==> config.mk <==
export PLATFORM = sky130hd
export DESIGN_NAME = conf_agc_flat
export DESIGN_NICKNAME = d
export VERILOG_FILES = /design/src/rtl/conf_agc_pkg.sv /design/src/rtl/conf_agc_if.sv /design/src/rtl/conf_att_map.sv /design/src/rtl/conf_agc.sv /design/src/flat_wrapper.sv
export SDC_FILE = /design/constraint.sdc
export NUM_CORES = 1
export LEC_CHECK = 0
export CAP_MARGIN = 15
export CORE_MARGIN = 4
export CORE_UTILIZATION = 45
export CTS_CLUSTER_DIAMETER = 100
export CTS_CLUSTER_SIZE = 14
export DETAILED_ROUTE_END_ITERATION = 10
export HOLD_SLACK_MARGIN = 0.02
export MAX_ROUTING_LAYER = met4
export PLACE_DENSITY = 0.71
export RECOVER_POWER = 25
export SLEW_MARGIN = 20
export SYNTH_ARGS = -nofsm -noshare
export SYNTH_HDL_FRONTEND = slang
export SYNTH_SLANG_ARGS = --single-unit
==> constraint.sdc <==
create_clock -name clk -period 4.25 [get_ports clk]
set_input_delay 0.425 -clock clk [delete_from_list [all_inputs] [get_ports clk]]
set_output_delay 0.425 -clock clk [all_outputs]
set_load 0.05 [all_outputs]
==> src/rtl/conf_agc_pkg.sv <==
// conf_pkg: AGC loop states, timing/attenuation constants and the saturating tot step
package conf_pkg;
    typedef enum logic [1:0] {IDLE, SETTLE, MEASURE, ADJUST} state_t;
    localparam int SETTLE_CYC = 1024;
    localparam int WIN_CYC = 256;
    localparam int LOCK_WIN = 4;
    localparam logic [5:0] ATT_MAX = 6'd61;
    localparam logic [5:0] ATT_INIT = 6'd61;
    localparam logic [5:0] STEP_UP = 6'd2;
    localparam logic [5:0] STEP_DN = 6'd1;
    function automatic logic [5:0] tot_step(input logic [5:0] tot, input logic hi, input logic lo);
        return hi ? ((tot > ATT_MAX - STEP_UP) ? ATT_MAX : tot + STEP_UP)
             : lo ? ((tot < STEP_DN) ? 6'd0 : tot - STEP_DN)
             : tot;
    endfunction
endpackage

==> src/rtl/conf_agc_if.sv <==
// conf_agc_if: control, detector and attenuator signals of the AGC block
interface conf_agc_if;
    logic       en;
    logic       manual;
    logic [1:0] man_att1;
    logic [4:0] man_att2;
    logic       det_hi;
    logic       det_lo;
    logic       pwr_en;
    logic [1:0] att1;
    logic [4:0] att2;
    logic       locked;
    logic       upd;
    modport master (output en, manual, man_att1, man_att2, det_hi, det_lo,
                    input pwr_en, att1, att2, locked, upd);
    modport slave (input en, manual, man_att1, man_att2, det_hi, det_lo,
                   output pwr_en, att1, att2, locked, upd);
endinterface

==> src/rtl/conf_att_map.sv <==
// conf_att_map: splits total attenuation into the 10/20 dB ATT1 code and the 1 dB ATT2 code
module conf_att_map (
    input  logic [5:0] tot,
    output logic [1:0] att1,
    output logic [4:0] att2
);
    always_comb begin
        att1 = tot >= 6'd30 ? 2'd3 : tot >= 6'd20 ? 2'd2 : tot >= 6'd10 ? 2'd1 : 2'd0;
        att2 = tot >= 6'd30 ? 5'(tot - 6'd30)
             : tot >= 6'd20 ? 5'(tot - 6'd20)
             : tot >= 6'd10 ? 5'(tot - 6'd10)
             : tot[4:0];
    end
endmodule

==> src/rtl/conf_agc.sv <==
// conf_agc: detector-driven AGC loop with manual override; CONF_AGC_DBG_EN adds dbg_tot/dbg_state
module conf_agc
    import conf_pkg::*;
(
    input  logic clk,
    input  logic rst,
    conf_agc_if.slave bus
`ifdef CONF_AGC_DBG_EN
    ,
    output logic [5:0] dbg_tot,
    output logic [1:0] dbg_state
`endif
);
    state_t      state_q, state_d;
    logic [9:0]  cyc_q, cyc_d;
    logic [8:0]  hi_q, hi_d, lo_q, lo_d;
    logic [5:0]  tot_q, tot_d;
    logic [2:0]  lock_q, lock_d;
    logic [1:0]  att1_q, att1_d, map_att1;
    logic [4:0]  att2_q, att2_d, map_att2;
    logic        upd_q, upd_d, manual_q;
    logic        hi_s1_q, hi_s2_q, lo_s1_q, lo_s2_q;

    conf_att_map u_map (.tot(tot_d), .att1(map_att1), .att2(map_att2));

    always_comb begin
        state_d = state_q;
        cyc_d   = cyc_q;
        hi_d    = hi_q;
        lo_d    = lo_q;
        tot_d   = tot_q;
        lock_d  = lock_q;
        if (!bus.en) begin
            state_d = IDLE;
            cyc_d   = '0;
            hi_d    = '0;
            lo_d    = '0;
            lock_d  = '0;
        end else if (bus.manual) begin
            state_d = state_q;
        end else if (manual_q) begin
            // leaving manual: the interrupted window is discarded
            state_d = MEASURE;
            cyc_d   = '0;
            hi_d    = '0;
            lo_d    = '0;
        end else begin
            case (state_q)
                IDLE: begin
                    state_d = SETTLE;
                    cyc_d   = '0;
                end
                SETTLE: begin
                    state_d = cyc_q == 10'(SETTLE_CYC - 1) ? MEASURE : SETTLE;
                    cyc_d   = cyc_q == 10'(SETTLE_CYC - 1) ? 10'd0 : cyc_q + 10'd1;
                end
                MEASURE: begin
                    hi_d    = hi_q + {8'd0, hi_s2_q};
                    lo_d    = lo_q + {8'd0, lo_s2_q};
                    state_d = cyc_q == 10'(WIN_CYC - 1) ? ADJUST : MEASURE;
                    cyc_d   = cyc_q == 10'(WIN_CYC - 1) ? 10'd0 : cyc_q + 10'd1;
                end
                ADJUST: begin
                    tot_d   = tot_step(tot_q, hi_q > 9'(WIN_CYC / 2), lo_q > 9'(WIN_CYC / 2));
                    lock_d  = tot_d != tot_q ? 3'd0 : lock_q == 3'(LOCK_WIN) ? lock_q : lock_q + 3'd1;
                    state_d = MEASURE;
                    cyc_d   = '0;
                    hi_d    = '0;
                    lo_d    = '0;
                end
            endcase
        end
    end

    // outputs track the post-adjust tot so they land one cycle after ADJUST
    assign att1_d = bus.manual ? bus.man_att1 : map_att1;
    assign att2_d = bus.manual ? bus.man_att2 : map_att2;
    assign upd_d  = {att1_d, att2_d} != {att1_q, att2_q};

    always_ff @(posedge clk or negedge rst) begin
        if (!rst) begin
            state_q  <= IDLE;
            cyc_q    <= '0;
            hi_q     <= '0;
            lo_q     <= '0;
            tot_q    <= ATT_INIT;
            lock_q   <= '0;
            att1_q   <= 2'b11;
            att2_q   <= 5'h1F;
            upd_q    <= 1'b0;
            manual_q <= 1'b0;
            hi_s1_q  <= 1'b0;
            hi_s2_q  <= 1'b0;
            lo_s1_q  <= 1'b0;
            lo_s2_q  <= 1'b0;
        end else begin
            state_q  <= state_d;
            cyc_q    <= cyc_d;
            hi_q     <= hi_d;
            lo_q     <= lo_d;
            tot_q    <= tot_d;
            lock_q   <= lock_d;
            att1_q   <= att1_d;
            att2_q   <= att2_d;
            upd_q    <= upd_d;
            manual_q <= bus.manual;
            hi_s1_q  <= bus.det_hi;
            hi_s2_q  <= hi_s1_q;
            lo_s1_q  <= bus.det_lo;
            lo_s2_q  <= lo_s1_q;
        end
    end

    assign bus.pwr_en = state_q != IDLE;
    assign bus.att1   = att1_q;
    assign bus.att2   = att2_q;
    assign bus.upd    = upd_q;
    assign bus.locked = lock_q == 3'(LOCK_WIN);

`ifdef CONF_AGC_DBG_EN
    assign dbg_tot   = tot_q;
    assign dbg_state = state_q;
`endif
endmodule
==> src/flat_wrapper.sv <==
// flat-port wrapper written by rule: the top's interface ports become plain ports
module conf_agc_flat import conf_pkg::*;
  (clk, rst, bus_en, bus_manual, bus_man_att1, bus_man_att2, bus_det_hi, bus_det_lo, bus_pwr_en, bus_att1, bus_att2, bus_locked, bus_upd);
  conf_agc_if bus_i ();
  input  logic clk;
  input  logic rst;
  input wire logic [$bits(bus_i.en)-1:0] bus_en;
  input wire logic [$bits(bus_i.manual)-1:0] bus_manual;
  input wire logic [$bits(bus_i.man_att1)-1:0] bus_man_att1;
  input wire logic [$bits(bus_i.man_att2)-1:0] bus_man_att2;
  input wire logic [$bits(bus_i.det_hi)-1:0] bus_det_hi;
  input wire logic [$bits(bus_i.det_lo)-1:0] bus_det_lo;
  output wire logic [$bits(bus_i.pwr_en)-1:0] bus_pwr_en;
  output wire logic [$bits(bus_i.att1)-1:0] bus_att1;
  output wire logic [$bits(bus_i.att2)-1:0] bus_att2;
  output wire logic [$bits(bus_i.locked)-1:0] bus_locked;
  output wire logic [$bits(bus_i.upd)-1:0] bus_upd;
  assign bus_i.en = bus_en;
  assign bus_i.manual = bus_manual;
  assign bus_i.man_att1 = bus_man_att1;
  assign bus_i.man_att2 = bus_man_att2;
  assign bus_i.det_hi = bus_det_hi;
  assign bus_i.det_lo = bus_det_lo;
  assign bus_pwr_en = bus_i.pwr_en;
  assign bus_att1 = bus_i.att1;
  assign bus_att2 = bus_i.att2;
  assign bus_locked = bus_i.locked;
  assign bus_upd = bus_i.upd;
  conf_agc u_core (.clk(clk), .rst(rst), .bus(bus_i));
endmodule
-- After elaboration in Yosys (flattened, before gate mapping)
Index checks and enable logic that the tools add are counted.
- flip-flop bits (word level): 52
- latch bits: 0
- RAM bits: 0
- ROM bits: 0
- output and inout bits: 10
- word-level logic and storage cells: 90
- memories kept: 0
- $add $sub $neg: 9
- multipliers: 0
- divide/modulo/power cells: 0
- order comparisons: 7
- equal/unequal tests: 13
- shifts and indexed selects: 0
- muxes and demuxes: 42
- bitwise operators: 0
- reductions and logical operators: 5
- operators with widths (operator ; count):
    $mux 9 ; 6
    $mux 10 ; 5
    $mux 6 ; 8
    $pmux 9 s2 ; 2
    $pmux 10 s3 ; 1
    $mux 5 ; 4
    $add 9x1->9 ; 2
    $gt 9x8->1 const B ; 2
    $mux 3 ; 6
    $mux 2 ; 7
    $ge 6x5->1 const B ; 2
    $add 10x1->10 const B ; 1
    $eq 10x10->1 const B ; 1
    $eq 10x8->1 const B ; 1
    $sub 5x5->5 const B ; 2
    $pmux 2 s4 ; 1
    $ne 7x7->1 ; 1
    $add 6x2->6 const B ; 1
    $ge 6x4->1 const B ; 1
    $gt 6x6->1 const B ; 1
    $lt 6x1->1 const B ; 1
    $ne 6x6->1 ; 1
    $sub 6x1->6 const B ; 1
    $sub 5x4->5 const B ; 1
    other kinds (14) ; 17

-- Depth between registers and ports, before layout
Gate-level depths: netlist (run 1).
- depth in word-level cells: 14
- depth in mapped cells: 17
- depth with buffers taken out: 17

-- Hierarchy
A second synthesis (run 1) with hierarchy kept.
- cells, all modules: 349
- area total of the unflattened synthesis: 3213.1 µm²
- by module, submodules not included (module ; instances ; cells an instance ; area an instance (µm²)):
    conf_agc ; 1 ; 301 ; 2861.5
    conf_att_map ; 1 ; 48 ; 351.6

-- Worst setup path before layout (run 1)
No wires, ideal clock.
- path type: reg2reg
- start point: reg u_core.tot_q[1]
- end point: reg u_core.upd_q, in the netlist u_core.bus.upd
- setup time: 0.138 ns
- data arrival time: 3.751 ns
- data required time: 4.112 ns
- path slack: 0.361 ns
- cell stages (with the launch flop): 16
- buffers on the path: 0
- period minus slack after synthesis: 3.889 ns
- path through: dfrtp_1 > inv_1 > ha_1 > nor4b_2 > and2_1 > nor2_1 > a311o_1 > a22o_1 > inv_1 > ha_1 > nor4b_2 > o41ai_1 > a211o_1 > a31o_1 > xor2_1 > or4b_1
- longest elaborated chain between the ends: 14
- RTL lines (element ; RTL line ; text):
    from (decl) ; conf_agc.sv:17 ; logic [5:0] tot_q, tot_d;
    from (signal assigned) ; conf_agc.sv:101 ; tot_q <= tot_d;
    $sub 6x1->6 or $lt 6x1->1 (tied branches) ; conf_agc_pkg.sv:13 ; : lo ? ((tot < STEP_DN) ? 6'd0 : tot - STEP_DN)
    $mux 6 (2 in a row) ; conf_agc_pkg.sv:13 ;
    $mux 6 * ; conf_agc_pkg.sv:12 ; return hi ? ((tot > ATT_MAX - STEP_UP) ? ATT_MAX : tot + STEP_UP)
    $mux 6 * ; conf_agc.sv:48 ; case (state_q)
    $mux 6 * ; conf_agc.sv:41 ; end else if (manual_q) begin
    $mux 6 * ; conf_agc.sv:39 ; end else if (bus.manual) begin
    $mux 6 * ; conf_agc.sv:33 ; if (!bus.en) begin
    via u_core.tot_d[2] ; conf_agc.sv:17 ;
    $sub 5x4->5 or $ge 6x4->1 (tied branches) ; conf_att_map.sv:11 ; : tot >= 6'd10 ? 5'(tot - 6'd10)
    $mux 5 ; conf_att_map.sv:11 ;
    $mux 5 ; conf_att_map.sv:10 ; : tot >= 6'd20 ? 5'(tot - 6'd20)
    $mux 5 * ; conf_att_map.sv:9 ; att2 = tot >= 6'd30 ? 5'(tot - 6'd30)
    $mux 5 * ; conf_agc.sv:77 ; assign att2_d = bus.manual ? bus.man_att2 : map_att2;
    via u_core.att2_d[3] ; conf_agc.sv:20 ; logic [4:0] att2_q, att2_d, map_att2;
    $ne 7x7->1 * ; conf_agc.sv:78 ; assign upd_d = {att1_d, att2_d} != {att1_q, att2_q};
    via u_core.upd_d ; conf_agc.sv:21 ; logic upd_q, upd_d, manual_q;
    to (signal assigned) ; conf_agc.sv:105 ; upd_q <= upd_d;
    to (decl) ; conf_agc.sv:21 ;
Mark *: on every way through the listed nets, which the timed path passes. The rest lies on a longest branch.
A chain may end at the register's enable or synchronous reset.

-- Final worst setup path (run 1)
- start point: reg u_core.tot_q[2]
- end point: reg u_core.upd_q, in the netlist u_core.bus.upd
- longest elaborated chain between the ends: 14
- RTL lines (element ; RTL line ; text):
    $sub 6x1->6 or $lt 6x1->1 (tied branches) ; conf_agc_pkg.sv:13 ;
    $mux 6 (2 in a row) ; conf_agc_pkg.sv:13 ;
    $mux 6 * ; conf_agc_pkg.sv:12 ;
    $mux 6 * ; conf_agc.sv:48 ;
    $mux 6 * ; conf_agc.sv:41 ;
    $mux 6 * ; conf_agc.sv:39 ;
    $mux 6 * ; conf_agc.sv:33 ;
    via u_core.tot_d[3] ; conf_agc.sv:17 ;
    $ge 6x4->1 ; conf_att_map.sv:8 ; att1 = tot >= 6'd30 ? 2'd3 : tot >= 6'd20 ? 2'd2 : tot >= 6'd10 ? 2'd1 : 2'd0;
    $mux 1 ; conf_att_map.sv:8 ;
    $mux 2 ; conf_att_map.sv:8 ;
    $mux 2 * ; conf_att_map.sv:8 ;
    $mux 2 * ; conf_agc.sv:76 ; assign att1_d = bus.manual ? bus.man_att1 : map_att1;
    via u_core.att1_d[0] ; conf_agc.sv:19 ; logic [1:0] att1_q, att1_d, map_att1;
    $ne 7x7->1 * ; conf_agc.sv:78 ;
    via u_core.upd_d ; conf_agc.sv:21 ;
Marked as above.

==> flow_results.xml, run 1 <==
<?xml version="1.0" encoding="UTF-8"?>
<metrics>
  <group name="run_status">
    <metric name="status" unit="">complete, but fails checks</metric>
    <metric name="violations" unit="">capacitance limit, slew limit</metric>
  </group>
  <group name="global_routing">
    <metric name="gr-usage-met3" unit="%">3.25</metric>
    <metric name="gr-total-overflow" unit="">0</metric>
    <metric name="grt_usage" unit="%">17.8</metric>
    <metric name="antenna_found_initial" unit="">0</metric>
    <metric name="met1_routing_resource_usage_after_global_routing" unit="%">24.2</metric>
    <metric name="busiest_layer" unit="">met2</metric>
    <metric name="first_pass_grt_wire_length" unit="um">12700</metric>
    <metric name="first_global_vias" unit="">2692</metric>
    <metric name="pin_count_of_the_biggest_net_entering_global_routing" unit="">37</metric>
    <metric name="globalRouteMet2Util" unit="%">27.6</metric>
  </group>
  <group name="yosys">
    <metric name="postSynth.asyncResetShare" unit="%">100</metric>
    <metric name="synth.net_count" unit="">414</metric>
    <metric name="ys.flop_type" unit="">sky130_fd_sc_hd__dfrtp_1</metric>
    <metric name="synth.largest_area_cell" unit="">sky130_fd_sc_hd__dfrtp_1</metric>
    <metric name="netlist_area" unit="um2">3520</metric>
    <metric name="synth_cells" unit="">383</metric>
    <metric name="synth_enable_flop_cells" unit="">0</metric>
    <metric name="distinct_cell_type_count_after_synthesis" unit="">73</metric>
    <metric name="synthDominantCellAreaShare" unit="%">28.4</metric>
    <metric name="synth-warning-count" unit="">0</metric>
    <metric name="synth_seq_area_share" unit="%">37.4</metric>
    <metric name="yosys_register_bits" unit="">52</metric>
    <metric name="synthTopCellsByArea" unit="">sky130_fd_sc_hd__dfrtp_1, sky130_fd_sc_hd__dfstp_2, sky130_fd_sc_hd__ha_1</metric>
    <metric name="avg_synthesized_cell_area" unit="um2">9.20</metric>
  </group>
  <group name="critical_path">
    <metric name="endpoint_kind" unit="">flop</metric>
    <metric name="type_of_origin_of_the_critical_path" unit="">flop</metric>
    <metric name="r2r-end" unit="">u_core.bus.upd$_DFF_PN0_</metric>
    <metric name="worstSetupEndpoint" unit="">u_core.bus.upd$_DFF_PN0_</metric>
    <metric name="reg2reg_setup_slack" unit="ps">250</metric>
    <metric name="critical-path-max-stage-delay" unit="ps">660</metric>
    <metric name="timing.critical_path.fanout_max" unit="">10</metric>
    <metric name="worstPathRequired" unit="ps">4440</metric>
    <metric name="crit_slowest_cell" unit="">sky130_fd_sc_hd__dfstp_2</metric>
    <metric name="crit_path_cell_trace" unit="">inv_1, ha_1, a21bo_2, a211oi_1, mux2i_1, o21ai_4, ha_1, inv_1, a31oi_2, a2111oi_4, o21bai_1, a21oi_2, xor2_1, nor4_1, or4b_1</metric>
    <metric name="rr_startpoint" unit="">u_core.tot_q[2]$_DFF_PN1_</metric>
    <metric name="setup.worst_path.start" unit="">u_core.tot_q[2]$_DFF_PN1_</metric>
    <metric name="crit_arrival" unit="ps">4190</metric>
    <metric name="cells_on_worst_reg2reg_path" unit="">15</metric>
    <metric name="setup.worst_path.class" unit="">flop to flop</metric>
  </group>
  <group name="die">
    <metric name="placement_rows" unit="">32</metric>
    <metric name="count_of_boundary_i_o_pins" unit="">23</metric>
    <metric name="die_width" unit="um">96.5</metric>
    <metric name="die_h" unit="um">96.5</metric>
    <metric name="die_area" unit="um2">9310</metric>
    <metric name="start_util" unit="%">45.8</metric>
    <metric name="core_footprint" unit="um2">7690</metric>
  </group>
  <group name="finish">
    <metric name="fin_nets" unit="">440</metric>
    <metric name="instances_no_fill" unit="">512</metric>
    <metric name="area_growth" unit="%">14.3</metric>
    <metric name="antenna_cells" unit="">0</metric>
    <metric name="layout.core_utilization" unit="%">52.4</metric>
    <metric name="layout.cells.most_common_list" unit="">sky130_fd_sc_hd__dfrtp_1, sky130_fd_sc_hd__o21ai_0, sky130_fd_sc_hd__nor2_1, sky130_fd_sc_hd__nand2_1, sky130_fd_sc_hd__inv_1</metric>
    <metric name="most_common_cell_after_layout_fill_and_taps_aside" unit="">sky130_fd_sc_hd__dfrtp_1</metric>
    <metric name="drive_above_1_share" unit="%">14.9</metric>
  </group>
  <group name="timing">
    <metric name="setup-violations-final" unit="">0</metric>
    <metric name="tightest_slew" unit="ps">1910</metric>
    <metric name="finalMaxSlewViolations" unit="">37</metric>
    <metric name="timing.max_slew.rel_slack" unit="%">-27.5</metric>
    <metric name="final_hold_viol_count" unit="">0</metric>
    <metric name="hold_slack" unit="ps">260</metric>
    <metric name="skew" unit="ps">3.51</metric>
    <metric name="timing.fmax" unit="GHz">0.250</metric>
    <metric name="finalWorstPathRequiredPeriod" unit="ps">4000</metric>
    <metric name="finalCritPeriodShare" unit="%">94.2</metric>
    <metric name="tns" unit="ps">0</metric>
  </group>
  <group name="power">
    <metric name="cellLeakagePower" unit="nW">1.61</metric>
    <metric name="power" unit="uW">983</metric>
    <metric name="power.density_cell_area" unit="nW/um2">244</metric>
    <metric name="vdd.ir_drop.worst" unit="uV">187</metric>
  </group>
  <group name="drt">
    <metric name="route.vias.total" unit="">2908</metric>
    <metric name="routed_wl" unit="um">7700</metric>
    <metric name="drt-pass1-iter-count" unit="">4</metric>
    <metric name="via_per_inst" unit="">5.68</metric>
    <metric name="drt.antenna.violating_nets" unit="">0</metric>
    <metric name="drcViolationCount" unit="">0</metric>
    <metric name="avgRoutedWirePerCell" unit="um">15.0</metric>
    <metric name="dr.first_iter.drc_count" unit="">189</metric>
  </group>
  <group name="cts">
    <metric name="cts.htree.levels" unit="">2</metric>
    <metric name="cts_root_buf" unit="">sky130_fd_sc_hd__clkbuf_8</metric>
    <metric name="tritoncts_num_sinks" unit="">52</metric>
    <metric name="postCtsSetupBuffers" unit="">0</metric>
    <metric name="ctsResizeCount" unit="">0</metric>
    <metric name="ctsHoldBuffers" unit="">0</metric>
    <metric name="clock_path_buffers" unit="">2</metric>
    <metric name="worst_setup_hold_path_clk_slew" unit="ps">90</metric>
    <metric name="cts_tree" unit="">done</metric>
    <metric name="cts_made_buffers" unit="">5</metric>
    <metric name="clk_latency" unit="ps">310</metric>
  </group>
  <group name="min_path">
    <metric name="min_path_type" unit="">primary input to asynchronous set/reset pin</metric>
  </group>
  <group name="place">
    <metric name="final_hpwl_from_detailed_placement" unit="um">5690</metric>
    <metric name="gp_congestion" unit="">0.926</metric>
    <metric name="place.detailed.instances" unit="">504</metric>
    <metric name="port-buffer-count" unit="">22</metric>
  </group>
  <group name="run">
    <metric name="total_of_max_cap_violations" unit="">1</metric>
  </group>
</metrics>
[final cells by class]
cell class / instances / area [um2]
inverters: 24 / 90.1
multi-input cells: 294 / 2090
repair buffers: 32 / 285
well taps: 102 / 128
fillers: 701 / 3660
flip-flops and latches: 52 / 1320
clock buffers: 5 / 68.8
clock inverters: 3 / 46.3
[sequential cells by signal, indices dropped and copies added, names as in the netlist]
register and flops:
u_core.bus.att1 2, u_core.bus.att2 5, u_core.bus.upd 1, u_core.cyc_q 10
u_core.hi_q 9, u_core.hi_s1_q 1, u_core.hi_s2_q 1, u_core.lo_q 9
u_core.lo_s1_q 1, u_core.lo_s2_q 1, u_core.lock_q 3, u_core.manual_q 1
u_core.state_q 2, u_core.tot_q 6
[how the worst min path moves through the flow]
stage                                        end                     start
floorplan               u_core.bus.upd$_DFF_PN0_                       rst
global placement        u_core.lo_s2_q$_DFF_PN0_  u_core.lo_s1_q$_DFF_PN0_
detailed placement      u_core.lo_s2_q$_DFF_PN0_  u_core.lo_s1_q$_DFF_PN0_
CTS                     u_core.bus.upd$_DFF_PN0_                       rst
global route            u_core.bus.upd$_DFF_PN0_                       rst
finish              u_core.lock_q[2]$_DFFE_PN0P_                       rst
[cells in the mapped netlist (3+ instances only)]
cell type,n
sky130_fd_sc_hd__nand3_1,17
sky130_fd_sc_hd__or3_1,4
sky130_fd_sc_hd__nor4_4,3
sky130_fd_sc_hd__mux2i_1,4
sky130_fd_sc_hd__dfrtp_1,40
sky130_fd_sc_hd__inv_1,21
sky130_fd_sc_hd__o211ai_1,4
sky130_fd_sc_hd__xnor2_1,7
sky130_fd_sc_hd__a211oi_1,3
sky130_fd_sc_hd__clkbuf_1,11
sky130_fd_sc_hd__o31ai_1,5
sky130_fd_sc_hd__inv_2,3
sky130_fd_sc_hd__nand4_1,8
sky130_fd_sc_hd__and3_1,12
sky130_fd_sc_hd__o21ai_0,37
sky130_fd_sc_hd__a21oi_1,15
sky130_fd_sc_hd__dfstp_2,12
sky130_fd_sc_hd__and2_1,3
sky130_fd_sc_hd__xor2_1,18
sky130_fd_sc_hd__nor3_1,4
sky130_fd_sc_hd__nor2_1,30
sky130_fd_sc_hd__nand2b_1,6
sky130_fd_sc_hd__ha_1,18
sky130_fd_sc_hd__a31oi_1,3
sky130_fd_sc_hd__nor2b_1,4
sky130_fd_sc_hd__nand2_1,30
sky130_fd_sc_hd__o21ai_1,4
[through the flow]
stage                     setup slack [ps]  area, um2
after global routing                 -25.8       4030
after detailed placement              92.9       3890
final                                  248       4030
after global placement                 165       3890
after floorplan                        361       3520
after CTS                              131       4000
[worst max-delay path: cells and delay by family (launching register included)]
kind                       cells  cell delay, ps
AOI/OAI and AO/OA              7            1410
xor gates and xnor gates       1             160
adders and majority gates      2             450
buffers and inverters          2             200
DFF                            1             660
muxes                          1             320
and+or+nand+nor                2             680
[routing by layer]
metal  vias up  share of wire [%]  wire, um
met5         -                  0         0
met1      1408                 49      3780
li1       1435                  -         -
met2        59                 47      3600
met3         6                3.3       257
met4         0               0.86        66
[power breakdown]
part	internal [mW]	switching (mW)	total (mW)	leakage, nW
Clock	0.178	0.170	0.347	0.0548
Sequential	0.509	0.0140	0.523	0.666
Combinational	0.0446	0.0684	0.113	0.886
Total	0.731	0.252	0.983	1.61
[cell families after synthesis]
| group | Yosys count | synth area share, % |
|---|---|---|
| AOI/OAI and AO/OA | 102 | 20.5 |
| DFF | 52 | 37.4 |
| buffers and inverters | 37 | 4.05 |
| muxes | 6 | 1.78 |
| xor gates and xnor gates | 25 | 6.21 |
| and+or+nand+nor | 143 | 23.7 |
| adders and majority gates | 18 | 6.39 |
Note: power is estimated with default switching activity, not from simulation.
==> run 2: changes to the inputs <==
Settings changed: CTS_CLUSTER_SIZE 14 to default.
==> results of run 2 <==
No change in the layout: final DEF, timing and power equal those of run 1.
